<file path="src/rtl/button_pkg.sv">
// button_pkg
//   Shared definitions for the front-panel key event classifier:
//   the per-key press-state encoding and the default timing constants
//   for a 50 MHz system clock.
package button_pkg;

  typedef enum logic [1:0] {
    IDLE  = 2'd0,
    PRESS = 2'd1,
    LONG  = 2'd2
  } press_state_t;

  // Defaults for a 50 MHz clock.
  localparam int DEF_N_KEYS       = 4;
  localparam int DEF_DEBOUNCE_CYC = 1_000_000;   // 20 ms
  localparam int DEF_LONG_CYC     = 100_000_000; // 2 s
  localparam int DEF_REPEAT_CYC   = 10_000_000;  // 200 ms
  localparam int DEF_CNT_W        = 28;

endpackage

</file>
<file path="src/rtl/button_channel.sv">
// button_channel
//   One key channel: 2-FF synchroniser (inverted so 1 = pressed),
//   debouncer, and press-duration FSM producing one-cycle short, long
//   and (optionally) auto-repeat pulses.
//
//   Optional feature: define BUTTON_EVENTS_REPEAT_EN to build the
//   auto-repeat logic; otherwise repeat_pulse is constant 0.
//
// Ports
//   clk           in   system clock
//   rst_n         in   asynchronous active-low reset
//   key           in   raw key pin, low = pressed
//   held          out  debounced pressed level, 1 = pressed
//   short_pulse   out  one-cycle pulse after release of a short press
//   long_pulse    out  one-cycle pulse when a press reaches LONG_CYC
//   repeat_pulse  out  one-cycle auto-repeat pulse while long-held
module button_channel
  import button_pkg::*;
#(
  parameter int DEBOUNCE_CYC = DEF_DEBOUNCE_CYC,
  parameter int LONG_CYC     = DEF_LONG_CYC,
  parameter int REPEAT_CYC   = DEF_REPEAT_CYC,
  parameter int CNT_W        = DEF_CNT_W
) (
  input  logic clk,
  input  logic rst_n,
  input  logic key,
  output logic held,
  output logic short_pulse,
  output logic long_pulse,
  output logic repeat_pulse
);

  localparam logic [CNT_W-1:0] DB_LAST   = CNT_W'(DEBOUNCE_CYC - 1);
  localparam logic [CNT_W-1:0] LONG_LAST = CNT_W'(LONG_CYC - 1);

  // Counters must be able to represent every terminal count.
  localparam longint MAX_CYC =
    (LONG_CYC > DEBOUNCE_CYC) ? ((LONG_CYC > REPEAT_CYC) ? LONG_CYC : REPEAT_CYC)
                              : ((DEBOUNCE_CYC > REPEAT_CYC) ? DEBOUNCE_CYC : REPEAT_CYC);

  if ((longint'(1) << CNT_W) <= MAX_CYC) begin : g_cnt_w_check
    $error("button_channel: CNT_W too narrow for the timing parameters");
  end

  // Synchroniser: stores the inverted key so the reset value 0 means released.
  logic sync1;
  logic sync2;

  always_ff @(posedge clk or negedge rst_n) begin
    if (!rst_n) begin
      sync1 <= 1'b0;
      sync2 <= 1'b0;
    end else begin
      sync1 <= ~key;
      sync2 <= sync1;
    end
  end

  // Debouncer
  logic [CNT_W-1:0] db_cnt;
  logic             db_done;
  logic             rise;

  assign db_done = (sync2 != held) && (db_cnt == DB_LAST);
  // Rise is the combinational toggle event, so the press FSM starts timing
  // in the same cycle held goes high.
  assign rise    = db_done && !held;

  always_ff @(posedge clk or negedge rst_n) begin
    if (!rst_n) begin
      db_cnt <= '0;
      held   <= 1'b0;
    end else if (sync2 == held) begin
      db_cnt <= '0;
    end else if (db_done) begin
      db_cnt <= '0;
      held   <= ~held;
    end else begin
      db_cnt <= db_cnt + 1'b1;
    end
  end

  // Press FSM
  press_state_t     state;
  press_state_t     state_nxt;
  logic [CNT_W-1:0] dur_cnt;
  logic [CNT_W-1:0] cnt_nxt;
  logic             short_nxt;
  logic             long_nxt;
`ifdef BUTTON_EVENTS_REPEAT_EN
  localparam logic [CNT_W-1:0] REP_LAST = CNT_W'(REPEAT_CYC - 1);
  logic             rep_nxt;
`endif

  always_comb begin
    state_nxt = state;
    cnt_nxt   = dur_cnt;
    short_nxt = 1'b0;
    long_nxt  = 1'b0;
`ifdef BUTTON_EVENTS_REPEAT_EN
    rep_nxt   = 1'b0;
`endif
    case (state)
      IDLE: begin
        if (rise) begin
          state_nxt = PRESS;
          cnt_nxt   = '0;
        end
      end
      PRESS: begin
        // Release is checked against the registered held, so the short
        // pulse lands one cycle after held falls. A release in the same
        // cycle as the long threshold is still seen as held = 1 -> long.
        if (!held) begin
          short_nxt = 1'b1;
          state_nxt = rise ? PRESS : IDLE;
          cnt_nxt   = '0;
        end else if (dur_cnt == LONG_LAST) begin
          long_nxt  = 1'b1;
          state_nxt = LONG;
          cnt_nxt   = '0;
        end else begin
          cnt_nxt   = dur_cnt + 1'b1;
        end
      end
      LONG: begin
        // Without repeat the counter stays at 0 here, so it never wraps.
        if (!held) begin
          state_nxt = rise ? PRESS : IDLE;
          cnt_nxt   = '0;
        end
`ifdef BUTTON_EVENTS_REPEAT_EN
        else if (dur_cnt == REP_LAST) begin
          rep_nxt   = 1'b1;
          cnt_nxt   = '0;
        end else begin
          cnt_nxt   = dur_cnt + 1'b1;
        end
`endif
      end
      default: begin
        state_nxt = IDLE;
        cnt_nxt   = '0;
      end
    endcase
  end

  always_ff @(posedge clk or negedge rst_n) begin
    if (!rst_n) begin
      state       <= IDLE;
      dur_cnt     <= '0;
      short_pulse <= 1'b0;
      long_pulse  <= 1'b0;
    end else begin
      state       <= state_nxt;
      dur_cnt     <= cnt_nxt;
      short_pulse <= short_nxt;
      long_pulse  <= long_nxt;
    end
  end

`ifdef BUTTON_EVENTS_REPEAT_EN
  always_ff @(posedge clk or negedge rst_n) begin
    if (!rst_n) begin
      repeat_pulse <= 1'b0;
    end else begin
      repeat_pulse <= rep_nxt;
    end
  end
`else
  assign repeat_pulse = 1'b0;
`endif

endmodule

</file>
<file path="src/rtl/button_events.sv">
// button_events
//   Multi-channel push-button event classifier. Each active-low key is
//   handled by an independent button_channel; this level only gathers
//   the per-channel outputs into vectors.
//
//   Optional feature: define BUTTON_EVENTS_REPEAT_EN to enable
//   auto-repeat pulses; otherwise repeat_pulse is constant 0.
//
// Ports
//   CLOCK_50      in   system clock (only clock)
//   rst_n         in   asynchronous active-low reset
//   key           in   [N_KEYS] raw keys, low = pressed
//   held          out  [N_KEYS] debounced pressed level
//   short_pulse   out  [N_KEYS] short-press event
//   long_pulse    out  [N_KEYS] long-press event
//   repeat_pulse  out  [N_KEYS] auto-repeat event
module button_events
  import button_pkg::*;
#(
  parameter int N_KEYS       = DEF_N_KEYS,
  parameter int DEBOUNCE_CYC = DEF_DEBOUNCE_CYC,
  parameter int LONG_CYC     = DEF_LONG_CYC,
  parameter int REPEAT_CYC   = DEF_REPEAT_CYC,
  parameter int CNT_W        = DEF_CNT_W
) (
  input  logic              CLOCK_50,
  input  logic              rst_n,
  input  logic [N_KEYS-1:0] key,
  output logic [N_KEYS-1:0] held,
  output logic [N_KEYS-1:0] short_pulse,
  output logic [N_KEYS-1:0] long_pulse,
  output logic [N_KEYS-1:0] repeat_pulse
);

  for (genvar i = 0; i < N_KEYS; i++) begin : g_ch
    button_channel #(
      .DEBOUNCE_CYC (DEBOUNCE_CYC),
      .LONG_CYC     (LONG_CYC),
      .REPEAT_CYC   (REPEAT_CYC),
      .CNT_W        (CNT_W)
    ) u_ch (
      .clk          (CLOCK_50),
      .rst_n        (rst_n),
      .key          (key[i]),
      .held         (held[i]),
      .short_pulse  (short_pulse[i]),
      .long_pulse   (long_pulse[i]),
      .repeat_pulse (repeat_pulse[i])
    );
  end

endmodule

</file>
<file path="config.mk">
export PLATFORM = sky130hd
export DESIGN_NAME = button_events
export DESIGN_NICKNAME = d
export VERILOG_FILES = /design/src/rtl/button_pkg.sv /design/src/rtl/button_channel.sv /design/src/rtl/button_events.sv
export SDC_FILE = /design/constraint.sdc
export NUM_CORES = 1
export LEC_CHECK = 0
export CAP_MARGIN = 20
export CORE_UTILIZATION = 39
export DETAILED_ROUTE_END_ITERATION = 8
export PLACE_DENSITY = 0.51
export SLEW_MARGIN = 20
export SYNTH_ARGS = -nofsm -noshare
export SYNTH_HDL_FRONTEND = slang
export SYNTH_SLANG_ARGS = --single-unit
</file>
<file path="constraint.sdc">
create_clock -name CLOCK_50 -period 6.25 [get_ports CLOCK_50]
set_clock_uncertainty 0.15 [all_clocks]
set_input_delay 0.9375 -clock CLOCK_50 [delete_from_list [all_inputs] [get_ports CLOCK_50]]
set_output_delay 0.9375 -clock CLOCK_50 [all_outputs]
set_load 0.01 [all_outputs]
</file>
### Yosys cells after proc, flatten, opt, wreduce, memory -nomap -nowiden

Index checks and enable logic that the tools add are counted.

| operators by class | value |
|---|---|
| bitwise logic cells | 12 |
| mux-type cells | 72 |
| $add $sub $neg | 8 |
| reduce and logical (&&, ||, !) cells | 28 |
| equality and inequality tests | 36 |

Operators by type and width:

| kind | number |
|---|---|
| $mux W28 | 24 |
| $pmux W28 S3 | 4 |
| $add A28 B1 Y28 const B | 8 |
| $eq A28 B20 Y1 const B | 4 |
| $eq A28 B27 Y1 const B | 4 |
| $mux W2 | 16 |
| $mux W1 | 24 |
| $pmux W2 S3 | 4 |
| $reduce_and A2 Y1 | 8 |
| $ne A3 B3 Y1 const B | 4 |
| $not A1 Y1 | 12 |
| $reduce_and A3 Y1 | 4 |
| $eq A2 B1 Y1 const B | 4 |
| $eq A2 B2 Y1 const B | 4 |
| $logic_and A1 B1 Y1 | 8 |
| $logic_not A2 Y1 | 4 |
| $ne A2 B1 Y1 const B | 4 |
| $ne A2 B2 Y1 const B | 4 |
| $eq A1 B1 Y1 | 4 |
| $logic_not A1 Y1 | 4 |
| $ne A1 B1 Y1 | 4 |

| storage, ports and cells | value |
|---|---|
| word-level logic and storage cells | 188 |
| register bits | 252 |
| output and inout port bits | 16 |
| bits of input ports | 6 |

### Logic depth before layout (Yosys ltp)

| depth | value |
|---|---|
| depth in word-level cells | 6 |
| gate-level depth with buffers | 9 |
| gate-level depth less buffers | 7 |

### Hierarchy

From an unflattened synthesis, not the netlist that was laid out.

| unflattened totals | value |
|---|---|
| cell total of the unflattened synthesis | 1392 |
| area total of the unflattened synthesis | 13023.7 um^2 |

By module, submodules not included:

| module | instances | area an instance (um^2) | sequential area each (um^2) | cells an instance |
|---|---|---|---|---|
| button_channel at g_ch[0].u_ch ... | 3 | 3245.6 | 1576.5 | 346 |
| button_channel at g_ch[3].u_ch | 1 | 3286.9 | 1576.5 | 354 |

### Least setup slack after synthesis

Ideal clock, no wire load.

| timing | value |
|---|---|
| kind | register -> register |
| start | reg g_ch[3].u_ch.dur_cnt[17] |
| end | reg g_ch[3].u_ch.dur_cnt[0] |
| arrival | 2.307 ns |
| slack | 3.668 ns |
| data required time | 5.975 ns |
| clock period less this slack | 2.582 ns |
| buffers on the path | 2 |
| stages on the path, launching flop included | 8 |
| setup time | 0.125 ns |
| cell sequence | dfrtp_1 > or4_1 > or4_1 > nor4_1 > buf_2 > nor2_1 > buf_2 > mux2_2 |

| on the way | value |
|---|---|
| longest elaborated chain between the ends | 4 |

Ends and longest elaborated chain:

| what | line | source |
|---|---|---|
| start, declared | button_channel.sv:87 | `logic [CNT_W-1:0] dur_cnt;` |
| start signal, assigned | button_channel.sv:157 | `dur_cnt <= cnt_nxt;` |
| $eq A28 B27 Y1 | button_channel.sv:119 | `end else if (dur_cnt == LONG_LAST) begin` |
| $mux W28 | button_channel.sv:119 |  |
| $mux W28 | button_channel.sv:115 | `if (!held) begin` |
| $pmux W28 S3 | button_channel.sv:104 | `case (state)` |

Every way passes these cells.
A chain may end at the register's enable or synchronous reset.

### Final worst setup path

| timing | value |
|---|---|
| start | reg g_ch[3].u_ch.db_cnt[10] |
| end | reg g_ch[3].u_ch.dur_cnt[23] |

| on the way | value |
|---|---|
| longest elaborated chain between the ends | 5 |

Ends and longest elaborated chain:

| what | line | source |
|---|---|---|
| start, declared | button_channel.sv:61 | `logic [CNT_W-1:0] db_cnt;` |
| start signal, assigned | button_channel.sv:80 | `db_cnt <= db_cnt + 1'b1;` |
| $eq A28 B20 Y1 | button_channel.sv:65 | `assign db_done = (sync2 != held) && (db_cnt == DB_LAST);` |
| $logic_and A1 B1 Y1 | button_channel.sv:65 |  |
| $logic_and A1 B1 Y1 | button_channel.sv:68 | `assign rise = db_done && !held;` |
| $ne A2 B1 Y1 (no source line) | - |  |
| $reduce_and A2 Y1 (no source line) | - |  |

Every way passes these cells.

==> results_dict.tcl <==
set metrics [dict create \
    arrival_ns 3.78 \
    ys_seq_elements 252 \
    synthFlopType "dfrtp_1" \
    cts_buffer_depth 3 \
    synth_top_family_by_area "simple AND/OR/NAND/NOR gates" \
    synthAdderAreaFrac_pct 0.782 \
    grt_usage_pct 16.7 \
    cp_slowest_stage_delay_ns 0.75 \
    setup_viol 0 \
    start_util_pct 40.1 \
    slowest_stage "a31oi_2" \
    ant_nets 0 \
    syn_to_final_growth_pct 11.9 \
    wl_mm 26.9 \
    drive_gt1_share_pct 5.92 \
    dpl-instance-area_um2 13300 \
    dp_hpwl_mm 16.8 \
    nets 1394 \
    synthesis.yosys.warnings 0 \
    cts_sinks 252 \
    synth_compound_area_share_pct 10.4 \
    cts_tree "done" \
    cts_buffers 30 \
    period_share_pct 56.3 \
    max_cap_viol_count 0 \
    synth-edff-count 0 \
    clkSlewWorstSetupHoldPaths_ns 0.06 \
    die_x_um 183 \
    cts_root_buf "clkbuf_16" \
    p_leak_nw 6.05 \
    rsz0062_at_grt "false" \
    post-cts-setup-buffer-count 0 \
    insertedDiodeCount 0 \
    path_cells "or4_1 -> or4b_4 -> nor4_4 -> nor2_2 -> a31oi_2 -> nor2_1" \
    slew_headroom_pct 36.6 \
    powerDensity_nw_per_um2 239 \
    gp_congestion 0.779 \
    critPathLaunchType "flop" \
    synth_top_area_share_pct 49.3 \
    finalSetupTns_ns 0 \
    synth_top_area_cell "dfrtp_1" \
    synthArstFlopShare_pct 100 \
    crit_type "reg2reg" \
    fp-row-count 65 \
    synth-simple-area-share_pct 26.8 \
    crit_start "g_ch[3].u_ch.db_cnt[10]$_DFF_PN0_" \
    drtIter0Drc 577 \
    min_period_ns 3.52 \
    avgSynthCellArea_um2 9.25 \
    layout_common_cells "252 x dfrtp_1, 194 x nor2_1, 120 x o21ai_0" \
    grt_pass1_vias 9519 \
    status "finished clean" \
    wl_per_cell_um 14.7 \
    rr_worst_depth 6 \
    synth_xor_area_share_pct 9.10 \
    synth_cell_types 53 \
    hold_class "reg2reg" \
    syn_area_um2 12800 \
    syn_inst 1384 \
    grt_pass1_wl_mm 47.1 \
    fin_ws_ns 2.73 \
    rr_startpoint "g_ch[3].u_ch.db_cnt[10]$_DFF_PN0_" \
    worst_ep_required_time_ns 6.51 \
    finalHoldViolCount 0 \
    routed-via-count 9868 \
    reg2reg_to "g_ch[3].u_ch.dur_cnt[23]$_DFFE_PN0P_" \
    antenna_found_initial 0 \
    die_h_um 183 \
    overflow 0 \
    firstDrtPassIters 5 \
    fmax_mhz 284 \
    num_io_pins 22 \
    place_ws_ns 2.73 \
    cp-endpoint "g_ch[3].u_ch.dur_cnt[23]$_DFFE_PN0P_" \
    drc 0 \
    final_common_cell "dfrtp_1" \
    ys_seq_area_share_pct 49.3 \
    worst_skew_pair.late_latency_ns 0.58 \
    ff2ff_setup_slack_ns 2.73 \
    design_area_um2 14300 \
    worst_pin_slew_ns 0.948 \
    htreeDepth 1 \
    hold_ws_ns 0.197 \
    postCtsResizedCells 0 \
    grt_max_degree 142 \
    cp-end-kind "flop" \
    cts_hold_buffers 0 \
    synthTopCellsByArea "dfrtp_1 49%, nor2_1 5.7%, xor2_1 5.3%" \
    via_per_inst 5.37 \
    drv_slew 0 \
    irDropWorstVdd_uv 209 \
    muxShareOfSynthArea_pct 0.254 \
    core_um2 31900 \
    die_area_um2 33500 \
    port_buffers 17 \
    crit_path_max_fanout 23 \
]
## kinds of logic (layout without fill, tap and decap cells)
kind of cell / Yosys count / after routing
XOR/XNOR: 133 / 133
multiplexers: 3 / 3
AND/OR/NAND/NOR: 666 / 666
buffers and inverters: 93 / 107
other: 1 / 4
flip-flops: 252 / 252
AO/OA/AOI/OAI: 228 / 228
adder cells (fa/ha/maj): 8 / 8
## sequential cells by signal (all words and copies together), names as in the netlist
name / cells
g_ch.u_ch.long_pulse: 4
g_ch.u_ch.state: 8
g_ch.u_ch.db_cnt: 112
g_ch.u_ch.dur_cnt: 112
g_ch.u_ch.sync1: 4
g_ch.u_ch.held: 4
g_ch.u_ch.short_pulse: 4
g_ch.u_ch.sync2: 4
## critical path, delay by kind of cell (launching register included)
family           cells  cell delay (ns)
AND/OR/NAND/NOR      5             2.05
AO/OA/AOI/OAI        1             0.75
flip-flops           1             0.41
## per-stage QoR
step | power [W] | util, % | instances
6_report | 0.00342 | 44.9 | 1836
5_1_grt | 0.00356 | 44.9 | 1836
4_1_cts | 0.00349 | 44.9 | 1835
3_5_place_dp | 0.00175 | 41.8 | 1782
3_3_place_gp | 0.00175 | 41.8 | 1782
2_1_floorplan | 0.00170 | - | 1387
## worst min path at each step
stage / start / end / slack (ns) / cells after the start
after floorplan: g_ch[0].u_ch.sync1$_DFF_PN0_ / g_ch[0].u_ch.sync2$_DFF_PN0_ / 0.18 / 0
after global placement: g_ch[0].u_ch.sync1$_DFF_PN0_ / g_ch[0].u_ch.sync2$_DFF_PN0_ / 0.18 / 0
after detailed placement: g_ch[0].u_ch.sync1$_DFF_PN0_ / g_ch[0].u_ch.sync2$_DFF_PN0_ / 0.19 / 0
after CTS: g_ch[0].u_ch.sync1$_DFF_PN0_ / g_ch[0].u_ch.sync2$_DFF_PN0_ / 0.20 / 0
after global routing: g_ch[0].u_ch.sync1$_DFF_PN0_ / g_ch[0].u_ch.sync2$_DFF_PN0_ / 0.21 / 0
final: g_ch[0].u_ch.sync1$_DFF_PN0_ / g_ch[0].u_ch.sync2$_DFF_PN0_ / 0.20 / 0
## power by group
group / total (W) / internal (W) / leakage, nW / switching (W)
registers: 0.00165 / 0.00164 / 3.49 / 0.00000779
logic: 0.0000637 / 0.0000125 / 2.08 / 0.0000512
clock network: 0.00171 / 0.00100 / 0.477 / 0.000707
total: 0.00342 / 0.00266 / 6.05 / 0.000766
## final cells by class
type	count	area, µm²
Clock buffer	40	858
Clock inverter	13	120
Fill cell	3169	17600
Inverter	29	109
Multi-Input combinational cell	1042	6120
Sequential cell	252	6310
Tap cell	435	544
Timing Repair Buffer	25	251
## synth_stat cells (2+ instances only)
cell type and number:
mux2_2 2, ha_1 8, nor2_1 194, nor2b_1 11, o41ai_1 5, and4_1 28, a21o_1 9, nor3_1 38
or4_1 5, or3_1 20, a31oi_1 17, o2111ai_1 5, or2_2 5, and3_1 53, buf_4 16, nor4_2 2
inv_1 29, dfrtp_1 252, xnor2_1 56, o211ai_1 3, xor2_1 77, a22o_1 6, a21oi_1 38, o31ai_1 17
nor4_4 2, and2_1 8, clkbuf_1 37, buf_2 11, nand3b_1 3, nor4b_1 11, nand2_1 107, o21ai_0 120
nand3_1 87, nor3b_1 6, nor4_1 20, nand2b_1 5, nand4_1 55
## layer usage
layer	GRT usage, %	up-vias	share of wire, %
li1	-	4908	-
met1	24.6	4806	51
met2	25.8	113	45
met3	2.72	41	3.0
met4	3.83	0	1.8
met5	0	-	0
No activity file was read; power rests on OpenSTA's default activity.
